===== src/rtl/sdram_tx_pkg.sv =====
// sdram_tx_pkg: shared field positions, encodings, FSM states and burst helpers
// for the SDRAM-side tx command fetcher. Rev 1.0
`default_nettype none

package sdram_tx_pkg;

  localparam int HDR_ADR_MSB = 35;
  localparam int HDR_ADR_LSB = 6;
  localparam int HDR_WE      = 5;
  localparam int HDR_BTE_MSB = 4;
  localparam int HDR_BTE_LSB = 3;
  localparam int HDR_CTI_MSB = 2;
  localparam int HDR_CTI_LSB = 0;

  localparam int DAT_MSB = 35;
  localparam int DAT_LSB = 4;
  localparam int SEL_MSB = 3;
  localparam int SEL_LSB = 0;

  localparam logic [2:0] CTI_CLASSIC = 3'b000;
  localparam logic [2:0] CTI_INCR    = 3'b010;
  localparam logic [2:0] CTI_EOB     = 3'b111;

  localparam logic [1:0] BTE_LINEAR = 2'b00;
  localparam logic [1:0] BTE_WRAP4  = 2'b01;
  localparam logic [1:0] BTE_WRAP8  = 2'b10;
  localparam logic [1:0] BTE_WRAP16 = 2'b11;

  typedef enum logic [2:0] {
    ST_IDLE    = 3'd0,
    ST_HDR_RD  = 3'd1,
    ST_HDR_CAP = 3'd2,
    ST_DAT_RD  = 3'd3,
    ST_DAT_CAP = 3'd4,
    ST_ISSUE   = 3'd5
  } state_e;

  function automatic logic cti_reserved(input logic [2:0] cti);
    return !((cti == CTI_CLASSIC) || (cti == CTI_INCR) || (cti == CTI_EOB));
  endfunction

  // Anything other than an incrementing burst is a single beat.
  function automatic logic [4:0] beat_count(input logic [2:0] cti,
                                            input logic [1:0] bte,
                                            input logic [4:0] linear_len);
    logic [4:0] n;
    n = 5'd1;
    if (cti == CTI_INCR) begin
      case (bte)
        BTE_LINEAR: n = linear_len;
        BTE_WRAP4:  n = 5'd4;
        BTE_WRAP8:  n = 5'd8;
        default:    n = 5'd16;
      endcase
    end
    return n;
  endfunction

  function automatic logic [29:0] next_adr(input logic [29:0] adr,
                                           input logic [1:0]  bte);
    logic [29:0] a;
    case (bte)
      BTE_WRAP4:  a = {adr[29:2], adr[1:0] + 2'd1};
      BTE_WRAP8:  a = {adr[29:3], adr[2:0] + 3'd1};
      BTE_WRAP16: a = {adr[29:4], adr[3:0] + 4'd1};
      default:    a = adr + 30'd1;
    endcase
    return a;
  endfunction

endpackage

`default_nettype wire


===== src/rtl/rr_arb8.sv =====
// rr_arb8: combinational round-robin pick of the first request above ptr_i,
// wrapping modulo 8. Rev 1.0
`default_nettype none

module rr_arb8 (
  input  logic [7:0] req_i,
  input  logic [2:0] ptr_i,
  output logic       any_o,
  output logic [2:0] gnt_o
);

  logic       found;
  logic [2:0] idx;

  always_comb begin
    found = 1'b0;
    idx   = 3'd0;
    gnt_o = 3'd0;
    // i = 8 wraps back onto ptr_i itself, so it is checked last.
    for (int i = 1; i <= 8; i++) begin
      idx = ptr_i + i[2:0];
      if (!found && req_i[idx]) begin
        found = 1'b1;
        gnt_o = idx;
      end
    end
  end

  assign any_o = |req_i;

endmodule

`default_nettype wire


===== src/rtl/sdram_tx_cmd_fetch.sv =====
// sdram_tx_cmd_fetch: pops Wishbone headers/data from the multi-channel tx FIFO
// and expands each header into a per-beat request stream. Rev 1.0
`default_nettype none

module sdram_tx_cmd_fetch
  import sdram_tx_pkg::*;
#(
  parameter logic [7:0] PORT_MASK  = 8'hFF,
  parameter int         LINEAR_LEN = 8
) (
  input  logic        sdram_clk,
  input  logic        sdram_rst_n,
  input  logic [7:0]  b_fifo_empty_i,
  input  logic [35:0] b_dat_i,
  output logic        b_re_o,
  output logic [2:0]  b_fifo_sel_o,
  output logic        req_valid_o,
  input  logic        req_ready_i,
  output logic [29:0] req_adr_o,
  output logic        req_we_o,
  output logic [31:0] req_dat_o,
  output logic [3:0]  req_sel_o,
  output logic [2:0]  req_port_o,
  output logic        req_last_o,
  output logic        busy_o,
  output logic        err_o
);

  localparam logic [4:0] LIN_LEN = 5'(LINEAR_LEN);

  state_e      state_q, state_d;
  logic [2:0]  port_q, port_d;
  logic [2:0]  rr_ptr_q, rr_ptr_d;
  logic [29:0] adr_q, adr_d;
  logic        we_q, we_d;
  logic [1:0]  bte_q, bte_d;
  logic [31:0] dat_q, dat_d;
  logic [3:0]  sel_q, sel_d;
  logic [4:0]  beats_q, beats_d;
  logic [4:0]  beat_cnt_q, beat_cnt_d;

  logic        arb_any;
  logic [2:0]  arb_gnt;
  logic        port_empty;
  logic        is_last;
  logic [2:0]  hdr_cti;
  logic [1:0]  hdr_bte;

  rr_arb8 u_arb (
    .req_i (~b_fifo_empty_i & PORT_MASK),
    .ptr_i (rr_ptr_q),
    .any_o (arb_any),
    .gnt_o (arb_gnt)
  );

  assign port_empty = b_fifo_empty_i[port_q];
  assign is_last    = (beat_cnt_q == (beats_q - 5'd1));
  assign hdr_cti    = b_dat_i[HDR_CTI_MSB:HDR_CTI_LSB];
  assign hdr_bte    = b_dat_i[HDR_BTE_MSB:HDR_BTE_LSB];

  always_ff @(posedge sdram_clk) begin
    if (!sdram_rst_n) begin
      state_q    <= ST_IDLE;
      port_q     <= 3'd0;
      rr_ptr_q   <= 3'd7;
      adr_q      <= 30'd0;
      we_q       <= 1'b0;
      bte_q      <= 2'd0;
      dat_q      <= 32'd0;
      sel_q      <= 4'd0;
      beats_q    <= 5'd0;
      beat_cnt_q <= 5'd0;
    end else begin
      state_q    <= state_d;
      port_q     <= port_d;
      rr_ptr_q   <= rr_ptr_d;
      adr_q      <= adr_d;
      we_q       <= we_d;
      bte_q      <= bte_d;
      dat_q      <= dat_d;
      sel_q      <= sel_d;
      beats_q    <= beats_d;
      beat_cnt_q <= beat_cnt_d;
    end
  end

  always_comb begin
    state_d     = state_q;
    port_d      = port_q;
    rr_ptr_d    = rr_ptr_q;
    adr_d       = adr_q;
    we_d        = we_q;
    bte_d       = bte_q;
    dat_d       = dat_q;
    sel_d       = sel_q;
    beats_d     = beats_q;
    beat_cnt_d  = beat_cnt_q;
    b_re_o      = 1'b0;
    req_valid_o = 1'b0;
    req_last_o  = 1'b0;
    err_o       = 1'b0;

    unique case (state_q)
      ST_IDLE: begin
        if (arb_any) begin
          port_d  = arb_gnt;
          state_d = ST_HDR_RD;
        end
      end
      // Pops are gated on the selected channel's flag even for the header,
      // in case it drained between arbitration and the read.
      ST_HDR_RD: begin
        if (!port_empty) begin
          b_re_o  = 1'b1;
          state_d = ST_HDR_CAP;
        end
      end
      ST_HDR_CAP: begin
        adr_d      = b_dat_i[HDR_ADR_MSB:HDR_ADR_LSB];
        we_d       = b_dat_i[HDR_WE];
        bte_d      = hdr_bte;
        beats_d    = beat_count(hdr_cti, hdr_bte, LIN_LEN);
        beat_cnt_d = 5'd0;
        err_o      = cti_reserved(hdr_cti);
        if (b_dat_i[HDR_WE]) begin
          state_d = ST_DAT_RD;
        end else begin
          dat_d   = 32'd0;
          sel_d   = 4'hF;
          state_d = ST_ISSUE;
        end
      end
      ST_DAT_RD: begin
        if (!port_empty) begin
          b_re_o  = 1'b1;
          state_d = ST_DAT_CAP;
        end
      end
      ST_DAT_CAP: begin
        dat_d   = b_dat_i[DAT_MSB:DAT_LSB];
        sel_d   = b_dat_i[SEL_MSB:SEL_LSB];
        state_d = ST_ISSUE;
      end
      ST_ISSUE: begin
        req_valid_o = 1'b1;
        req_last_o  = is_last;
        if (req_ready_i) begin
          if (is_last) begin
            rr_ptr_d = port_q;
            state_d  = ST_IDLE;
          end else begin
            adr_d      = next_adr(adr_q, bte_q);
            beat_cnt_d = beat_cnt_q + 5'd1;
            state_d    = we_q ? ST_DAT_RD : ST_ISSUE;
          end
        end
      end
      default: state_d = ST_IDLE;
    endcase
  end

  assign b_fifo_sel_o = port_q;
  assign req_adr_o    = adr_q;
  assign req_we_o     = we_q;
  assign req_dat_o    = dat_q;
  assign req_sel_o    = sel_q;
  assign req_port_o   = port_q;
  assign busy_o       = (state_q != ST_IDLE);

endmodule

`default_nettype wire


===== config.mk =====
export PLATFORM = sky130hd
export DESIGN_NAME = sdram_tx_cmd_fetch
export DESIGN_NICKNAME = d
export VERILOG_FILES = /design/src/rtl/sdram_tx_pkg.sv /design/src/rtl/rr_arb8.sv /design/src/rtl/sdram_tx_cmd_fetch.sv
export SDC_FILE = /design/constraint.sdc
export NUM_CORES = 1
export LEC_CHECK = 0
export ABC_AREA = 1
export ABC_CLOCK_PERIOD_IN_PS = 2300
export BUFFER_PORTS_ARGS = -buffer_cell sky130_fd_sc_hd__buf_2
export CAP_MARGIN = 10
export CORE_UTILIZATION = 54
export DETAILED_ROUTE_END_ITERATION = 10
export PLACE_DENSITY_LB_ADDON = 0.05
export SYNTH_ARGS = -nofsm -noshare
export SYNTH_HDL_FRONTEND = slang
export SYNTH_SLANG_ARGS = --single-unit
export TNS_END_PERCENT = 50

===== constraint.sdc =====
create_clock -name sdram_clk -period 2.3 [get_ports sdram_clk]
set_input_delay 0.575 -clock sdram_clk [delete_from_list [all_inputs] [get_ports sdram_clk]]
set_output_delay 0.575 -clock sdram_clk [all_outputs]
set_load 0.02 [all_outputs]

==> results of run 1 <==
## placed cells by master, fill, tap and decap left out, types with 3 or more instances in the layout
cell and count:
a21o_1 5, a21oi_1 89, a31oi_1 15, buf_2 123
buf_4 20, clkbuf_8 10, dfxtp_1 82, dfxtp_2 4
inv_1 57, inv_2 17, nand2_1 225, nand2_2 3
nand3_1 49, nand4_1 8, nor2_1 52, nor3_1 12
nor3_2 4, o211ai_1 5, o21ai_0 33, o21ai_1 26
o21ai_2 5, o221ai_1 4, o22ai_1 3, xor2_1 4
## layout make-up
| cell class | instances | area share (%) |
|---|---|---|
| clock buffers | 10 | 2.23 |
| well taps | 108 | 2.19 |
| clock inverters | 6 | 1.22 |
| multi-input cells | 582 | 47.8 |
| repair buffers | 147 | 13.4 |
| inverters | 78 | 4.82 |
| flip-flops and latches | 87 | 28.3 |
## metal layers
layer	vias up	wire (um)	track usage, %
met1	2626	6370	39.4
met2	221	7120	53.2
met4	0	328	13.1
met5	-	0	0
li1	2850	-	-
met3	27	1010	4.04
## worst max path at each step
stage,startpoint,end,slack [ns],depth (start not counted)
global placement,beats_q[0]$_SDFFE_PN0N_,req_last_o,0.21,9
detailed placement,beats_q[0]$_SDFFE_PN0N_,req_last_o,0.05,9
global route,beats_q[0]$_SDFFE_PN0N_,req_last_o,-0.19,9
finish,beats_q[0]$_SDFFE_PN0N_,req_last_o,-0.14,9
CTS,beats_q[0]$_SDFFE_PN0N_,req_last_o,-0.06,9
floorplan,rr_ptr_q[1]$_SDFFE_PN1P_,b_fifo_sel_o[2]$_SDFFE_PN0P_,0.25,16
## cells by family (layout without fill, tap and decap cells)
logic type	count (synthesis)	after routing	share of synthesized area, %
AOI/OAI and AO/OA	197	197	21.9
adders and majority gates	5	5	1.24
buffers and inverters	109	241	9.05
and+or+nand+nor	372	372	31.8
DFF	87	87	34.6
xor gates and xnor gates	8	8	1.39
## where the power goes
group | switching [uW] | internal (uW) | total [uW]
Combinational | 1890 | 957 | 2840
Sequential | 482 | 1930 | 2420
Clock | 622 | 552 | 1170
## flip-flops by register name, summed over array words and instances (netlist names), 2 cells and up
name	count
rr_ptr_q	3
req_dat_o	32
beat_cnt_q	5
req_sel_o	4
state_q	3
bte_q	2
beats_q	4
req_adr_o	30
b_fifo_sel_o	3
## worst max-delay path: cells and delay by family (launching register included)
kind | cells | cell delay [ns]
and+or+nand+nor | 4 | 0.46
DFF | 1 | 0.36
adders and majority gates | 1 | 0.28
buffers and inverters | 3 | 0.22
xor gates and xnor gates | 1 | 0.17
## per-stage QoR
stage          TNS (ns)  utilization (%)  worst slack [ns]  hold WS [ns]
2_1_floorplan         0                -             0.251         0.468
3_3_place_gp          0             65.1             0.205         0.445
3_5_place_dp          0             65.1            0.0470         0.449
4_1_cts         -0.0646             68.3           -0.0646         0.425
5_1_grt          -0.219             69.5            -0.186         0.435
6_report         -0.137             69.5            -0.137         0.436
## repair_timing
item                       in CTS  in global routing
resized for setup              12                 22
setup endpoints to repair       2                  7
buffers inserted                4                  2
pin swaps                       3                  5
==> impl_metrics.tcl, run 1 <==
set metrics [dict create \
    ant_nets 0 \
    synthFlopType "dfxtp_1" \
    irDropWorstVdd_uv 593 \
    reg2reg_slack_ns 0.07 \
    synth_area_um2 5030 \
    drc 0 \
    maxCapViolCount 0 \
    vias_per_cell 5.62 \
    wl_per_cell_um 14.6 \
    finalCritPeriodShare_pct 106 \
    track_usage_pct 31.0 \
    fin_cells 1018 \
    ys_ff_latch 87 \
    synth_cell_types 48 \
    nNetsFinal 957 \
    synthTopCellsByCount "228 x nand2_1, 90 x a21oi_1, 87 x dfxtp_1, 60 x inv_1, 52 x nor2_1" \
    layout_min_cycle_time_ns 2.44 \
    clk-insertion-delay-late_ns 0.37 \
    synth_area_leaders "dfxtp_1 35%, nand2_1 17%, a21oi_1 8.9%" \
    clockBufferDepth 2 \
    rsz0062_at_grt "yes" \
    slowest_delay_ns 0.36 \
    cts_tree "built" \
    arrival_ns 1.86 \
    root_buffer "clkbuf_8" \
    grt_pass1_wl_um 24400 \
    place_area_um2 5790 \
    drtIter0Drc 213 \
    synth-edff-count 0 \
    worstRegToRegCells 14 \
    status "finished, violations left" \
    synthCells 778 \
    synth.yosys.warnings 0 \
    numCtsBuffers 9 \
    hold_path_startpoint "b_dat_i[4]" \
    h-tree-depth 3 \
    multi_input_area_um2 2950 \
    powerDensity_nw_per_um2 1040 \
    grt_max_degree 37 \
    r2r_start "beats_q[0]$_SDFFE_PN0N_" \
    slowest_stage "dfxtp_2" \
    clkTransAtPathRegs_ns 0.10 \
    n_antenna_cell 0 \
    dpl.hpwl_um 10900 \
    die-width_um 98.6 \
    tightest_slew_ns 0.429 \
    pin_count 125 \
    critPathMaxFanout 2 \
    worstHoldPathCells 2 \
    hold_viol 0 \
    core_um2 8890 \
    yosys.area.top_type "dfxtp_1" \
    power.total_uw 6430 \
    rr_endpoint "req_adr_o[29]$_SDFFE_PN0P_" \
    min_to "beats_q[2]$_SDFFE_PN0N_" \
    fill_cells 799 \
    critPathKind "reg -> out" \
    initial_core_util_pct 56.6 \
    die-area_um2 9710 \
    worst_setup_path_end_kind "output port" \
    num_vias 5724 \
    drive_gt1_share_pct 24.5 \
    required_ns 1.73 \
    port_buffers 124 \
    place_congestion 0.937 \
    drv_slew 0 \
    synthToLayoutAreaGrowth_pct 22.7 \
    regArea_um2 1750 \
    synth.top_cell.area_share_pct 34.6 \
    synth_area_per_cell_um2 6.47 \
    max_clock_freq_mhz 410 \
    violations "setup timing" \
    grt-ovfl-total 0 \
    postSynthNetCount 830 \
    setup_viol_count_final 1 \
    cp_cell_sequence "inv_2, ha_4, xor2_2, nand3_1, nor2_1, and2_4, nand2_4, inv_4, buf_6" \
    grt_pass1_vias 5304 \
    skew_ns 0.0148 \
    worst_slack_ns -0.137 \
    synth-async-reset-ratio_pct 0 \
    holdBufCountCts 0 \
    die_h_um 98.6 \
    antenna_found_initial 0 \
    hp-class "in -> reg" \
    maxSlewHeadroom_pct 71.4 \
    p_leak_uw 0.00287 \
    synth.most_common_cell "nand2_1" \
    cts_sinks 87 \
    dp.cells 996 \
    firstDrtPassIters 5 \
    wirelength_um 14800 \
    final_cell_area_um2 6180 \
    rows 34 \
    critPathLaunchType "flop" \
    yosysSeqAreaShare_pct 34.6 \
]
Power figures use the tool's default switching activity.
==> run 2, diff against run 1 <==
SKIP_LAST_GASP = 1   (was default)
==> impl_metrics.tcl, run 2 (synthesized netlist as in run 1, its figures left out) <==
set metrics [dict create \
    holdBufCountCts 0 \
    rsz0062_at_grt "yes" \
    clk-insertion-delay-late_ns 0.36 \
    setup_tns_ns -0.129 \
    regArea_um2 1750 \
    worst_slack_ns -0.129 \
    wirelength_um 14700 \
    worstSetupPathDepth 9 \
    slowest_stage "dfxtp_2" \
    layout_common_cells "225 x nand2_1, 123 x buf_2, 89 x a21oi_1" \
    r2r_start "beats_q[0]$_SDFFE_PN0N_" \
    hold_viol 0 \
    synthToLayoutAreaGrowth_pct 21.7 \
    die-width_um 98.6 \
    grt_pass1_vias 5304 \
    setup.worst_path.end "req_last_o" \
    layout_min_cycle_time_ns 2.43 \
    fill_cells 817 \
    layout_commonest_cell "nand2_1" \
    largest_reg_flops 32 \
    place_ws_ns 0.0470 \
    p_leak_uw 0.00284 \
    drtIter0Drc 255 \
    num_vias 5685 \
    skew_ns 0.0112 \
    track_usage_pct 31.0 \
    max_clock_freq_mhz 412 \
    rr_endpoint "req_adr_o[8]$_SDFFE_PN0P_" \
    reg2reg_slack_ns 0.01 \
    h-tree-depth 3 \
    tightest_slew_ns 0.456 \
    rows 34 \
    crit_start "beats_q[0]$_SDFFE_PN0N_" \
    grt_max_degree 37 \
    nNetsFinal 957 \
    grt-ovfl-total 0 \
    arrival_ns 1.85 \
    antenna_found_initial 0 \
    vias_per_cell 5.58 \
    port_buffers 124 \
    ant_nets 0 \
    pin_count 125 \
    violations "setup timing" \
    clockBufferDepth 2 \
    worstRegToRegCells 14 \
    critPathLaunchType "flop" \
    firstDrtPassIters 5 \
    maxSlewHeadroom_pct 69.3 \
    drv_slew 0 \
    drc 0 \
    wl_per_cell_um 14.4 \
    slowest_delay_ns 0.36 \
    grt_pass1_wl_um 24400 \
    die_h_um 98.6 \
    worst_setup_path_end_kind "output port" \
    hp-class "in -> reg" \
    root_buffer "clkbuf_8" \
    finalCritPeriodShare_pct 106 \
    cp_cell_sequence "inv_2, ha_4, xor2_2, nand3_1, nor2_1, and2_4, nand2_4, inv_4, buf_6" \
    cts_tree "built" \
    place_congestion 0.937 \
    cp_top_family "simple AND/OR/NAND/NOR gates" \
    powerDensity_nw_per_um2 1040 \
    core_um2 8890 \
    cts_sinks 87 \
    required_ns 1.73 \
    n_antenna_cell 0 \
    clkTransAtPathRegs_ns 0.10 \
    critPathKind "reg -> out" \
    status "finished, violations left" \
    drive_gt1_share_pct 24.0 \
    dpl.hpwl_um 10900 \
    irDropWorstVdd_uv 589 \
    maxCapViolCount 0 \
    critPathMaxFanout 2 \
    numCtsBuffers 9 \
    multi_input_area_um2 2900 \
    setup_viol_count_final 1 \
    initial_core_util_pct 56.6 \
    path_buf_inv 3 \
    die-area_um2 9710 \
]
run 2: worst min-delay path by stage:
| stage | slack [ns] | endpoint | cells after the start | from |
|---|---|---|---|---|
| final | 0.44 | beats_q[2]$_SDFFE_PN0N_ | 2 | b_dat_i[4] |
| after global routing | 0.43 | beats_q[2]$_SDFFE_PN0N_ | 2 | b_dat_i[4] |
| after CTS | 0.43 | beats_q[2]$_SDFFE_PN0N_ | 2 | b_dat_i[4] |
| after detailed placement | 0.45 | req_dat_o[27]$_SDFFE_PN0P_ | 2 | req_dat_o[27]$_SDFFE_PN0P_ |
| after global placement | 0.44 | req_dat_o[14]$_SDFFE_PN0P_ | 2 | req_dat_o[14]$_SDFFE_PN0P_ |
| after floorplan | 0.47 | bte_q[1]$_SDFFE_PN0N_ | 2 | bte_q[1]$_SDFFE_PN0N_ |
run 2: layer usage:
| layer | global-route usage (%) | wire [um] | vias up | share of wire (%) |
|---|---|---|---|---|
| met4 | 13.1 | 319 | 0 | 2.2 |
| met3 | 4.04 | 1010 | 25 | 6.9 |
| met2 | 53.2 | 7070 | 230 | 48 |
| li1 | - | - | 2847 | - |
| met1 | 39.4 | 6280 | 2583 | 43 |
| met5 | 0 | 0 | - | 0 |
run 2: power by group:
part           leakage [uW]  total (uW)  internal, uW  switching, uW
Sequential         0.000708        2410          1930            473
Combinational       0.00202        2790           927           1860
Clock              0.000111        1180           552            624
run 2: repair_timing:
item	4_1_cts	5_1_grt
setup endpoints to repair	2	7
pin swaps	3	4
resized for setup	11	14
setup buffers	4	2
run 2: layout make-up:
class | instances | share of cell area (%)
clock buffers | 10 | 2.25
flip-flops and latches | 87 | 28.6
multi-input cells | 582 | 47.4
clock inverters | 6 | 1.22
repair buffers | 147 | 13.5
inverters | 78 | 4.86
well taps | 108 | 2.20
run 2: metrics by stage:
stage                     hold WS [ns]  util (%)  total power, uW  cell area, um2  instances
after floorplan                  0.468         -             4260            5030        778
after global placement           0.445      65.1             5040            5790        996
after detailed placement         0.449      65.1             5140            5790        996
after CTS                        0.425      68.3             6350            6070       1016
after global routing             0.434      68.9             6780            6130       1018
final                            0.437      68.9             6370            6130       1018
==> run 3, diff against run 2 <==
CAP_MARGIN = default   (was 10)
SKIP_CTS_REPAIR_TIMING = 1   (was default)
==> impl_metrics.tcl, run 3 (synthesized netlist as in run 1, its figures left out) <==
set metrics [dict create \
    clk-insertion-delay-late_ns 0.36 \
    h-tree-depth 3 \
    largest_reg_flops 32 \
    antenna_found_initial 0 \
    r2r_start "beats_q[0]$_SDFFE_PN0N_" \
    rows 34 \
    track_usage_pct 30.7 \
    nNetsFinal 955 \
    drtIter0Drc 221 \
    die-width_um 98.6 \
    grt_pass1_vias 5288 \
    die-area_um2 9710 \
    cts_sinks 87 \
    irDropWorstVdd_uv 591 \
    port_buffers 124 \
    critPathKind "reg -> out" \
    root_buffer "clkbuf_8" \
    num_vias 5723 \
    layout_commonest_cell "nand2_1" \
    numCtsBuffers 9 \
    setup_viol_count_final 1 \
    drv_slew 0 \
    place_congestion 0.937 \
    place_area_um2 5790 \
    clkTransAtPathRegs_ns 0.10 \
    final_cell_area_um2 6130 \
    ant_nets 0 \
    grt_pass1_wl_um 24200 \
    die_h_um 98.6 \
    n_antenna_cell 0 \
    critPathLaunchType "flop" \
    initial_core_util_pct 56.6 \
    min_to "beats_q[2]$_SDFFE_PN0N_" \
    rr_endpoint "req_adr_o[5]$_SDFFE_PN0P_" \
    firstDrtPassIters 5 \
    reg2reg_slack_ns 0.16 \
    status "finished, violations left" \
    powerDensity_nw_per_um2 1040 \
    hold_path_startpoint "b_dat_i[4]" \
    worst_slack_ns -0.103 \
    layout_min_cycle_time_ns 2.40 \
    vias_per_cell 5.63 \
    grt_max_degree 37 \
    pin_count 125 \
    violations "setup timing" \
    wl_per_cell_um 14.5 \
    hp-class "in -> reg" \
    grt-ovfl-total 0 \
    arrival_ns 1.83 \
    critPathMaxFanout 4 \
    maxCapViolCount 0 \
    rsz0062_at_grt "yes" \
    worstRegToRegCells 13 \
    core_um2 8890 \
    finalCritPeriodShare_pct 104 \
    cts_tree "built" \
    p_leak_uw 0.00285 \
    tightest_slew_ns 0.440 \
    maxSlewHeadroom_pct 70.6 \
    synthToLayoutAreaGrowth_pct 21.8 \
    whs_ns 0.441 \
    hold_viol 0 \
    dpl.hpwl_um 10900 \
    drive_gt1_share_pct 23.9 \
    wirelength_um 14700 \
    required_ns 1.73 \
    layout_common_cells "225 x nand2_1, 123 x buf_2, 89 x a21oi_1" \
    worst_setup_path_end_kind "output port" \
    clockBufferDepth 2 \
    skew_ns 0.0156 \
    worstHoldPathCells 2 \
    drc 0 \
    max_clock_freq_mhz 416 \
]
## run 3: power breakdown
group	internal (uW)	total (uW)	switching, uW
clock	552	1170	617
combinational	926	2780	1850
sequential	1940	2420	480
total	3410	6360	2950
## run 3: per-layer routing
metal	track usage (%)	vias to the layer above	part of all wire (%)
li1	-	2846	-
met1	39.3	2609	43
met2	52.3	240	48
met3	3.83	28	7.0
met4	13.3	0	2.3
met5	0	-	0
## run 3: area by class of cell
class                   instances  area (um2)
multi-input cells             582        2920
inverters                      78         300
flip-flops and latches         87        1750
repair buffers                145         813
clock buffers                  10         138
well taps                     108         135
clock inverters                 6        75.1
fillers                       808        2760
## run 3: critical path, cell delays in order (launching register included)
cell and delay, ns:
dfxtp_4 0.39, inv_4 0.04, ha_4 0.27, xor2_2 0.18, nand3_1 0.11, nor2_1 0.09, and2_4 0.16, nand2_4 0.05
inv_4 0.06, buf_6 0.10
## run 3: through the flow
| step | util, % | setup WS (ns) | power [uW] | setup TNS [ns] | std cells |
|---|---|---|---|---|---|
| 2_1_floorplan | - | 0.251 | 4260 | 0 | 778 |
| 3_3_place_gp | 65.1 | 0.205 | 5040 | 0 | 996 |
| 3_5_place_dp | 65.1 | 0.0470 | 5140 | 0 | 996 |
| 4_1_cts | 67.5 | -0.381 | 6310 | -0.384 | 1012 |
| 5_1_grt | 69.0 | -0.175 | 6780 | -0.175 | 1016 |
| 6_report | 69.0 | -0.103 | 6360 | -0.103 | 1016 |
## run 3: worst max-delay path by stage
stage                                        start                            to  slack (ns)  cells after the start
after floorplan           rr_ptr_q[1]$_SDFFE_PN1P_  b_fifo_sel_o[2]$_SDFFE_PN0P_        0.25                     16
after global placement     beats_q[0]$_SDFFE_PN0N_                    req_last_o        0.21                      9
after detailed placement   beats_q[0]$_SDFFE_PN0N_                    req_last_o        0.05                      9
after CTS                  beats_q[0]$_SDFFE_PN0N_                    req_last_o       -0.38                      9
after global routing       beats_q[0]$_SDFFE_PN0N_                    req_last_o       -0.17                      9
final                      beats_q[0]$_SDFFE_PN0N_                    req_last_o       -0.10                      9
